### config.mk
export PLATFORM = sky130hd
export DESIGN_NAME = timer_share_arb_flat
export DESIGN_NICKNAME = d
export VERILOG_FILES = /design/src/rtl/timer_share_arb_if.sv /design/src/rtl/timer_share_arb.sv /design/src/flat_wrapper.sv
export SDC_FILE = /design/constraint.sdc
export NUM_CORES = 1
export LEC_CHECK = 0
export CORE_MARGIN = 5
export CORE_UTILIZATION = 42
export CTS_CLUSTER_DIAMETER = 50
export DETAILED_ROUTE_END_ITERATION = 12
export PLACE_DENSITY = 0.75
export SKIP_CTS_REPAIR_TIMING = 1
export SLEW_MARGIN = 5
export SYNTH_ARGS = -nofsm -noshare
export SYNTH_HDL_FRONTEND = slang
export SYNTH_SLANG_ARGS = --single-unit
### constraint.sdc
create_clock -name clk -period 1.63 [get_ports clk]
set_input_delay 0.2445 -clock clk [delete_from_list [all_inputs] [get_ports clk]]
set_output_delay 0.2445 -clock clk [all_outputs]
set_load 0.005 [all_outputs]
### src/rtl/timer_share_arb_if.sv
// Handshake bundle between the requesting agents and timer_share_arb.
// The agents use the master modport; the arbiter uses the slave modport.
interface timer_share_arb_if #(
    parameter int NREQ = 4,
    parameter int CW   = 4
);
    logic [NREQ-1:0]    req;
    logic [NREQ*CW-1:0] len;
    logic [NREQ-1:0]    gnt;
    logic [NREQ-1:0]    done;
    logic               busy;
    logic [CW-1:0]      cnt;
    logic               last;

    modport master (
        output req, len,
        input  gnt, done, busy, cnt, last
    );

    modport slave (
        input  req, len,
        output gnt, done, busy, cnt, last
    );
endinterface

### src/rtl/timer_share_arb.sv
// Round-robin arbiter/sequencer sharing one terminal-count interval counter among NREQ agents.
// Define TIMER_SHARE_ARB_B2B_EN to re-arbitrate straight out of DONE without an IDLE bubble.
module timer_share_arb #(
    parameter int NREQ = 4,
    parameter int CW   = 4
) (
    input  logic              clk,
    input  logic              rstn,
    timer_share_arb_if.slave  bus
);
    localparam int IW = (NREQ > 1) ? $clog2(NREQ) : 1;

    typedef enum logic [1:0] {
        IDLE = 2'd0,
        RUN  = 2'd1,
        DONE = 2'd2
    } state_t;

    state_t          state_q, state_d;
    logic [NREQ-1:0] gnt_q, gnt_d;
    logic [NREQ-1:0] done_q, done_d;
    logic [CW-1:0]   cnt_q, cnt_d;
    logic [CW-1:0]   term_q, term_d;
    logic [IW-1:0]   ptr_q, ptr_d;
    logic [IW-1:0]   win_q, win_d;

    logic [NREQ-1:0] arb_req;
    logic            arb_vld;
    logic [IW-1:0]   arb_idx;
    logic            win_req;
    logic            at_term;
    logic            grant_now;

    // First set bit at or above p, wrapping; the MSB of the result flags "found".
    function automatic logic [IW:0] rr_first(input logic [NREQ-1:0] r,
                                             input logic [IW-1:0]   p);
        logic [IW:0]   res;
        logic [IW-1:0] idx;
        int            j;
        res = '0;
        for (int k = NREQ - 1; k >= 0; k--) begin
            j = int'(p) + k;
            if (j >= NREQ) j = j - NREQ;
            idx = j[IW-1:0];
            if (r[idx]) res = {1'b1, idx};
        end
        return res;
    endfunction

    always_comb begin
        arb_req = bus.req;
`ifdef TIMER_SHARE_ARB_B2B_EN
        if (state_q == DONE) arb_req[win_q] = 1'b0;
`endif
        {arb_vld, arb_idx} = rr_first(arb_req, ptr_q);
    end

    assign win_req   = bus.req[win_q];
    assign at_term   = (cnt_q == term_q);
    assign grant_now = (state_d == RUN) && (state_q != RUN);

    // State register plus the registered outputs and latched grant context.
    always_ff @(posedge clk or negedge rstn) begin
        if (!rstn) begin
            state_q <= IDLE;
            gnt_q   <= '0;
            done_q  <= '0;
            cnt_q   <= '0;
            term_q  <= '0;
            ptr_q   <= '0;
            win_q   <= '0;
        end else begin
            state_q <= state_d;
            gnt_q   <= gnt_d;
            done_q  <= done_d;
            cnt_q   <= cnt_d;
            term_q  <= term_d;
            ptr_q   <= ptr_d;
            win_q   <= win_d;
        end
    end

    always_comb begin
        state_d = state_q;
        case (state_q)
            IDLE: if (arb_vld) state_d = RUN;
            RUN: begin
                if (!win_req)     state_d = IDLE;
                else if (at_term) state_d = DONE;
            end
            DONE: begin
`ifdef TIMER_SHARE_ARB_B2B_EN
                state_d = arb_vld ? RUN : IDLE;
`else
                state_d = IDLE;
`endif
            end
            default: state_d = IDLE;
        endcase
    end

    // A dropped request in RUN lands in the IDLE branch, so aborts never pulse done.
    always_comb begin
        gnt_d  = gnt_q;
        done_d = '0;
        cnt_d  = cnt_q;
        term_d = term_q;
        ptr_d  = ptr_q;
        win_d  = win_q;
        if (grant_now) begin
            gnt_d          = '0;
            gnt_d[arb_idx] = 1'b1;
            cnt_d          = '0;
            term_d         = bus.len[arb_idx*CW +: CW];
            win_d          = arb_idx;
            ptr_d          = (arb_idx == IW'(NREQ - 1)) ? '0 : arb_idx + 1'b1;
        end else if (state_d == IDLE) begin
            gnt_d = '0;
            cnt_d = '0;
        end else if (state_d == DONE) begin
            done_d = gnt_q;
        end else begin
            cnt_d = cnt_q + 1'b1;
        end
    end

    assign bus.gnt  = gnt_q;
    assign bus.done = done_q;
    assign bus.cnt  = cnt_q;
    assign bus.busy = (state_q != IDLE);
    assign bus.last = (state_q == RUN) && at_term;

    a_gnt_onehot0: assert property (@(posedge clk) disable iff (!rstn) $onehot0(gnt_q));
    a_done_in_gnt: assert property (@(posedge clk) disable iff (!rstn) (done_q & ~gnt_q) == '0);
    a_busy_gnt:    assert property (@(posedge clk) disable iff (!rstn) (state_q != IDLE) == (gnt_q != '0));
endmodule

### src/flat_wrapper.sv
// flat-port wrapper written by rule: the top's interface ports become plain ports
module timer_share_arb_flat 
#(
    parameter int NREQ = 4,
    parameter int CW   = 4
)
  (clk, rstn, bus_req, bus_len, bus_gnt, bus_done, bus_busy, bus_cnt, bus_last);
  timer_share_arb_if #(.NREQ(NREQ), .CW(CW)) bus_i ();
  input  logic clk;
  input  logic rstn;
  input wire logic [$bits(bus_i.req)-1:0] bus_req;
  input wire logic [$bits(bus_i.len)-1:0] bus_len;
  output wire logic [$bits(bus_i.gnt)-1:0] bus_gnt;
  output wire logic [$bits(bus_i.done)-1:0] bus_done;
  output wire logic [$bits(bus_i.busy)-1:0] bus_busy;
  output wire logic [$bits(bus_i.cnt)-1:0] bus_cnt;
  output wire logic [$bits(bus_i.last)-1:0] bus_last;
  assign bus_i.req = bus_req;
  assign bus_i.len = bus_len;
  assign bus_gnt = bus_i.gnt;
  assign bus_done = bus_i.done;
  assign bus_busy = bus_i.busy;
  assign bus_cnt = bus_i.cnt;
  assign bus_last = bus_i.last;
  timer_share_arb #(.NREQ(NREQ), .CW(CW)) u_core (.clk(clk), .rstn(rstn), .bus(bus_i));
endmodule
==> results.py, run 1 <==
metrics = {
    "run_status": {
        "status": "finished with violations",
        "violations": "negative setup slack",
    },
    "yosys": {
        "ys.warnings.count": 0,
        "yosysUniqueCellTypes": 36,
        "synthSimpleGateAreaFrac": 0.155,
        "synth_nets": 141,
        "syn-cell-area_sq_mm": 0.00121,
        "yosysTopAreaCellShare": 0.455,
        "synth_fa_ha_area_frac": 0.0517,
        "syn_avg_cell_area_sq_um": 10.6,
        "synth_area_leader_cell": "dfrtp_1",
        "synth_xor_area_frac": 0.0506,
        "synthArstFlopShare": 1.00,
        "synthCells": 114,
        "synthMuxAreaShare": 0.0496,
        "synth_edf_count": 0,
        "yosys-top-cells-area": "dfrtp_1 (45%), ha_1 (5.2%), mux2i_1 (5.0%)",
        "ys.flop_type": "dfrtp_1",
        "synth_seq_area_share": 0.455,
        "synth_compound_area_frac": 0.213,
        "ys_ff_latch": 22,
        "yosys-top-cells-count": "dfrtp_1 (22), nand2_1 (13), o21ai_0 (7)",
        "synth_top_family_by_area": "compound AO/OA/AOI/OAI gates",
        "synth.most_common_cell": "dfrtp_1",
    },
    "cts": {
        "cts-root-buf": "clkbuf_4",
        "clockBufferDepth": 2,
        "cts_sinks": 22,
        "path_clk_slew_ns": 0.13,
        "clk_latency_ns": 0.31,
        "cts_made_buffers": 3,
        "h-tree-depth": 1,
        "cts_tree": "built",
    },
    "routing": {
        "drc_errors": 0,
        "vias_per_cell": 5.36,
        "post_drt_wl_per_cell_um": 14.7,
        "vias": 1089,
        "final_antenna_net_count": 0,
        "drt_iter0_markers": 23,
        "dr.pass1.iters": 4,
        "wl_um": 2980,
    },
    "flow_run": {
        "cap_violations": 0,
    },
    "worst_setup_path": {
        "endpoint_kind": "flop",
        "required_ns": 1.83,
        "crit_fanout": 7,
        "worstPathArrival_ns": 1.85,
        "crit_type": "flop to flop",
        "cp-start-kind": "flop",
    },
    "die": {
        "io_pins": 36,
        "start_util": 0.439,
        "fp.coreArea_sq_mm": 0.00276,
        "die_h_um": 63.7,
        "die_w_um": 63.7,
        "die-area_sq_mm": 0.00406,
        "rows": 19,
    },
    "timing": {
        "timing.final.crit_share": 1.01,
        "maxSlewHeadroom": 0.682,
        "max_freq_ghz": 0.606,
        "setup_ws_ns": -0.0190,
        "drv_slew": 0,
        "hold_viol_final": 0,
        "fin_crit_ns": 1.65,
        "setup_violations": 2,
        "fin_skew_ns": 0.0150,
        "rsz0062_at_grt": "yes",
        "worst_slew_pin_slew_ns": 0.476,
    },
    "placement": {
        "io_buffers": 35,
        "pre_cts_slack_ns": -0.423,
        "place.detailed.hpwl_um": 2390,
        "place_inst": 194,
        "gp_congestion": 0.848,
    },
    "global_route": {
        "grt_max_degree": 23,
        "grt.total_usage": 0.156,
        "grt_overflow": 0,
        "grt_pass1_wl_um": 5190,
        "grt_pass1_vias": 1146,
        "antenna_found_initial": 0,
    },
    "hold_path": {
        "hp-class": "input port to async pin",
    },
    "cells_and_area": {
        "antennaDiodeCount": 0,
        "utilization": 0.675,
        "syn_to_final_growth_pct": 53.7,
        "drive_gt1_frac": 0.262,
        "fin_nets": 200,
        "layoutNonFillerInstCount": 203,
    },
    "power": {
        "vdd_drop_max_mv": 0.892,
        "power_leakage_nw": 0.906,
        "fin_total_pwr_w": 0.00284,
        "p_per_area_mw_per_mm2": 1520,
    },
}
-- layout make-up --
| class | count | area [sq um] |
|---|---|---|
| clock buffer | 4 | 36.3 |
| fill | 208 | 896 |
| inverter | 4 | 25.0 |
| multi-input combinational | 86 | 664 |
| sequential | 22 | 552 |
| tap | 31 | 38.8 |
| timing repair buffer | 56 | 546 |
-- where the power goes --
group | leakage (nW) | internal (W) | switching, W | total, W
Clock | 0.0210 | 0.000136 | 0.000167 | 0.000303
Combinational | 0.598 | 0.000869 | 0.000756 | 0.00162
Sequential | 0.287 | 0.000734 | 0.000174 | 0.000907
Total | 0.906 | 0.00174 | 0.00110 | 0.00284
-- worst max-delay path: stages (launching register included) --
cell	delay, ns
dfrtp_2	0.48
mux2i_2	0.18
o22a_2	0.31
nand2_4	0.12
inv_8	0.05
ha_1	0.20
a22o_1	0.21
-- state kept, by name, indices dropped and copies added, names as in the netlist --
| signal | count |
|---|---|
| u_core.bus.cnt | 4 |
| u_core.win_q | 2 |
| u_core.ptr_q | 2 |
| u_core.state_q | 2 |
| u_core.bus.gnt | 4 |
| u_core.term_q | 4 |
| u_core.bus.done | 4 |
-- path summary, 6_finish.rpt --
kind | start | end | slack, ns | depth (start not counted)
max | u_core.ptr_q[1] | u_core.bus.gnt[1] | -0.02 | 6
min | rstn | u_core.ptr_q[0] | 0.26 | 2
max reg2reg | u_core.ptr_q[1] | u_core.bus.gnt[1] | -0.02 | 6
min reg2reg | u_core.term_q[1] | u_core.term_q[1] | 0.53 | 2
max in group asynchronous | rstn | u_core.ptr_q[1] | 1.12 | 2
min in group clk | u_core.term_q[1] | u_core.term_q[1] | 0.53 | 2
-- through the flow --
stage	cell area (sq um)	setup TNS [ns]	hold slack (ns)
finish	1860	-0.0255	0.263
global placement	1730	-4.05	0.498
floorplan	1210	0	-0.0511
CTS	1760	-1.02	0.280
detailed placement	1730	-5.85	0.497
global route	1860	-0.639	0.294
-- layer usage --
metal	up-vias	part of all wire	track usage
met5	-	0	0
met4	0	0.024	0.0753
met3	10	0.047	0.0355
met2	31	0.50	0.270
met1	513	0.42	0.181
li1	535	-	-
-- layout by cell type, fill, tap and decap left out, types with 4 or more instances in the layout --
cell              n
a211o_2           4
o311ai_1          4
o21ai_0           4
dlymetal6s2s_1    7
a22o_1            4
dfrtp_1          21
mux2i_1           4
clkdlybuf4s50_1  28
nor2_1            6
nand2_1          13
ha_1              4
xnor2_1           5
nand3_1           4
buf_4            18
and3_1            4
-- cell families after synthesis --
family                     after synthesis
AOI/OAI and AO/OA                       31
xor gates and xnor gates                 7
adders and majority gates                5
buffers and inverters                    6
DFF                                     22
muxes                                    6
and+or+nand+nor                         37
No activity file was read; power rests on OpenSTA's default activity.
==> inputs of run 2 (changes only) <==
--- a/config.mk
+++ b/config.mk
@@ -11,7 +11,6 @@
 export DETAILED_ROUTE_END_ITERATION = 12
 export PLACE_DENSITY = 0.75
 export SKIP_CTS_REPAIR_TIMING = 1
-export SLEW_MARGIN = 5
 export SYNTH_ARGS = -nofsm -noshare
 export SYNTH_HDL_FRONTEND = slang
 export SYNTH_SLANG_ARGS = --single-unit
==> results of run 2 <==
Same layout as run 1: the final DEF is identical, and so are final timing and power.
==> inputs of run 3 (changes only) <==
--- a/config.mk
+++ b/config.mk
@@ -5,7 +5,7 @@
 export SDC_FILE = /design/constraint.sdc
 export NUM_CORES = 1
 export LEC_CHECK = 0
-export CORE_MARGIN = 5
+export CORE_MARGIN = 3
 export CORE_UTILIZATION = 42
 export CTS_CLUSTER_DIAMETER = 50
 export DETAILED_ROUTE_END_ITERATION = 12
@@ -14,3 +14,4 @@
 export SYNTH_ARGS = -nofsm -noshare
 export SYNTH_HDL_FRONTEND = slang
 export SYNTH_SLANG_ARGS = --single-unit
+export TNS_END_PERCENT = 100
==> run 3 against run 2 <==
Against the previous run: critical path type unchanged; worst setup slack better by 0.044 ns; fmax increased by 2.7%; largest cell class unchanged; design area grew 1.0%; non-clock buffer count is the same; die area fell by 12%; highest routed layer unchanged; the run now ends clean.
==> results.py, run 3 (synthesis gave the netlist of run 1 again) <==
metrics = {
    "die": {
        "io_pins": 36,
        "die_w_um": 59.7,
        "start_util": 0.464,
        "rows": 18,
        "fp.coreArea_sq_mm": 0.00261,
        "die_h_um": 59.7,
        "die-area_sq_mm": 0.00356,
    },
    "global_route": {
        "grt_pass1_vias": 1042,
        "grt.total_usage": 0.172,
        "antenna_found_initial": 0,
        "grt_pass1_wl_um": 4620,
        "grt_overflow": 0,
        "grt_max_degree": 23,
    },
    "worst_setup_path": {
        "endpoint_kind": "flop",
        "worstPathArrival_ns": 1.81,
        "cp_slowest_stage_delay_ns": 0.48,
        "cp_top_family": "flip-flops",
        "required_ns": 1.83,
        "cp-start-kind": "flop",
        "crit_slowest_cell": "dfrtp_2",
        "crit_type": "flop to flop",
        "crit_chain": "mux2i_2 > o22a_4 > nand2_4 > inv_6 > ha_2 > a22o_1",
        "cp_num_buf_inv": 1,
        "crit_fanout": 7,
    },
    "cts": {
        "path_clk_slew_ns": 0.11,
        "cts_made_buffers": 3,
        "cts_tree": "built",
        "h-tree-depth": 1,
        "clk_latency_ns": 0.30,
        "cts-root-buf": "clkbuf_4",
        "cts_sinks": 22,
        "clockBufferDepth": 2,
    },
    "cells_and_area": {
        "syn_to_final_growth_pct": 55.3,
        "fin_nets": 200,
        "antennaDiodeCount": 0,
        "drive_gt1_frac": 0.269,
        "layoutNonFillerInstCount": 201,
        "final_common_cell": "clkdlybuf4s50_1",
        "utilization": 0.720,
        "mostFrequentLayoutCells": "clkdlybuf4s50_1 (30), dfrtp_1 (20), buf_4 (15)",
    },
    "routing": {
        "final_antenna_net_count": 0,
        "post_drt_wl_per_cell_um": 15.4,
        "drc_errors": 0,
        "wl_met2_um": 1590,
        "highest_layer": "met4",
        "wl_um": 3100,
        "vias": 1108,
        "wl_met3_um": 149,
        "vias_per_cell": 5.51,
        "dr.pass1.iters": 4,
        "wl_met1_um": 1330,
        "drt_iter0_markers": 33,
    },
    "timing": {
        "worst_slew_pin_slew_ns": 0.456,
        "fin_crit_ns": 1.61,
        "setup_violations": 0,
        "maxSlewHeadroom": 0.696,
        "setup_ws_ns": 0.0246,
        "finalHoldWorstSlack_ns": 0.279,
        "fin_skew_ns": 0.00138,
        "drv_slew": 0,
        "hold_viol_final": 0,
        "max_freq_ghz": 0.623,
        "timing.final.crit_share": 0.985,
        "rsz0062_at_grt": "yes",
    },
    "power": {
        "p_per_area_mw_per_mm2": 1520,
        "power_leakage_nw": 0.868,
        "switchingPower_w": 0.00114,
        "vdd_drop_max_mv": 0.988,
        "p_int_w": 0.00172,
        "pwr-share-seq": 0.320,
        "p_clk_frac": 0.085,
        "switching_share": 0.398,
        "combPwrFrac": 0.595,
        "fin_total_pwr_w": 0.00286,
    },
    "hold_path": {
        "hp-class": "input port to async pin",
    },
    "placement": {
        "place.detailed.hpwl_um": 2340,
        "gp_congestion": 0.832,
        "io_buffers": 35,
        "place_inst": 194,
        "pre_cts_slack_ns": -0.414,
    },
    "flow_run": {
        "cap_violations": 0,
    },
    "run_status": {
        "status": "finished clean",
    },
}
run 3: cell types whose count changed in the layout (fill, tap and decap cells not counted), moves of 2 or more:
cell	previous run	this run
ha_4	0	2
buf_4	18	15
clkdlybuf4s50_1	28	30
dlymetal6s2s_1	7	5
buf_6	2	5
ha_1	4	2
run 3: layout make-up:
class	count	area, sq um
Fill cell	188	732
Multi-Input combinational cell	86	693
Sequential cell	22	553
Timing Repair Buffer	56	552
Tap cell	30	37.5
Clock buffer	3	22.5
Inverter	4	22.5
run 3: worst register-to-register path: cells and delay by family, from the launching register on:
family	cells	cell delay (ns)
AO/OA/AOI/OAI	2	0.47
adder cells (fa/ha/maj)	1	0.18
buffers and inverters	1	0.07
flip-flops	1	0.48
multiplexers	1	0.19
AND/OR/NAND/NOR	1	0.12
run 3: power by group through the flow:
stage	Combinational [W]	Sequential [W]	Clock (W)
after CTS	0.00152	0.000895	0.000245
final	0.00170	0.000916	0.000242
after global placement	0.00148	0.000896	0
after detailed placement	0.00152	0.000904	0
after global routing	0.00184	0.000943	0.000272
after floorplan	0.000843	0.000891	0
run 3: per-stage QoR:
| stage | setup TNS (ns) | cell area [sq um] |
|---|---|---|
| 6_report | 0 | 1880 |
| 2_1_floorplan | 0 | 1210 |
| 3_5_place_dp | -5.23 | 1730 |
| 3_3_place_gp | -4.71 | 1730 |
| 4_1_cts | -0.734 | 1760 |
| 5_1_grt | -0.305 | 1880 |
run 3: final timing paths:
path / slack (ns) / start / depth (start not counted) / end
hold / removal: 0.28 / rstn / 2 / u_core.win_q[0]
setup / recovery: 0.02 / u_core.ptr_q[1] / 6 / u_core.bus.gnt[1]
hold reg to reg: 0.52 / u_core.term_q[2] / 2 / u_core.term_q[2]
max in group asynchronous: 1.12 / rstn / 2 / u_core.ptr_q[0]
setup reg to reg: 0.02 / u_core.ptr_q[1] / 6 / u_core.bus.gnt[1]
min in group clk: 0.52 / u_core.term_q[2] / 2 / u_core.term_q[2]
run 3: per-layer routing:
layer  global-route usage  vias to the layer above
met5                    0                        -
li1                     -                      533
met1                0.217                      531
met2                0.298                       40
met4               0.0665                        0
met3               0.0216                        4
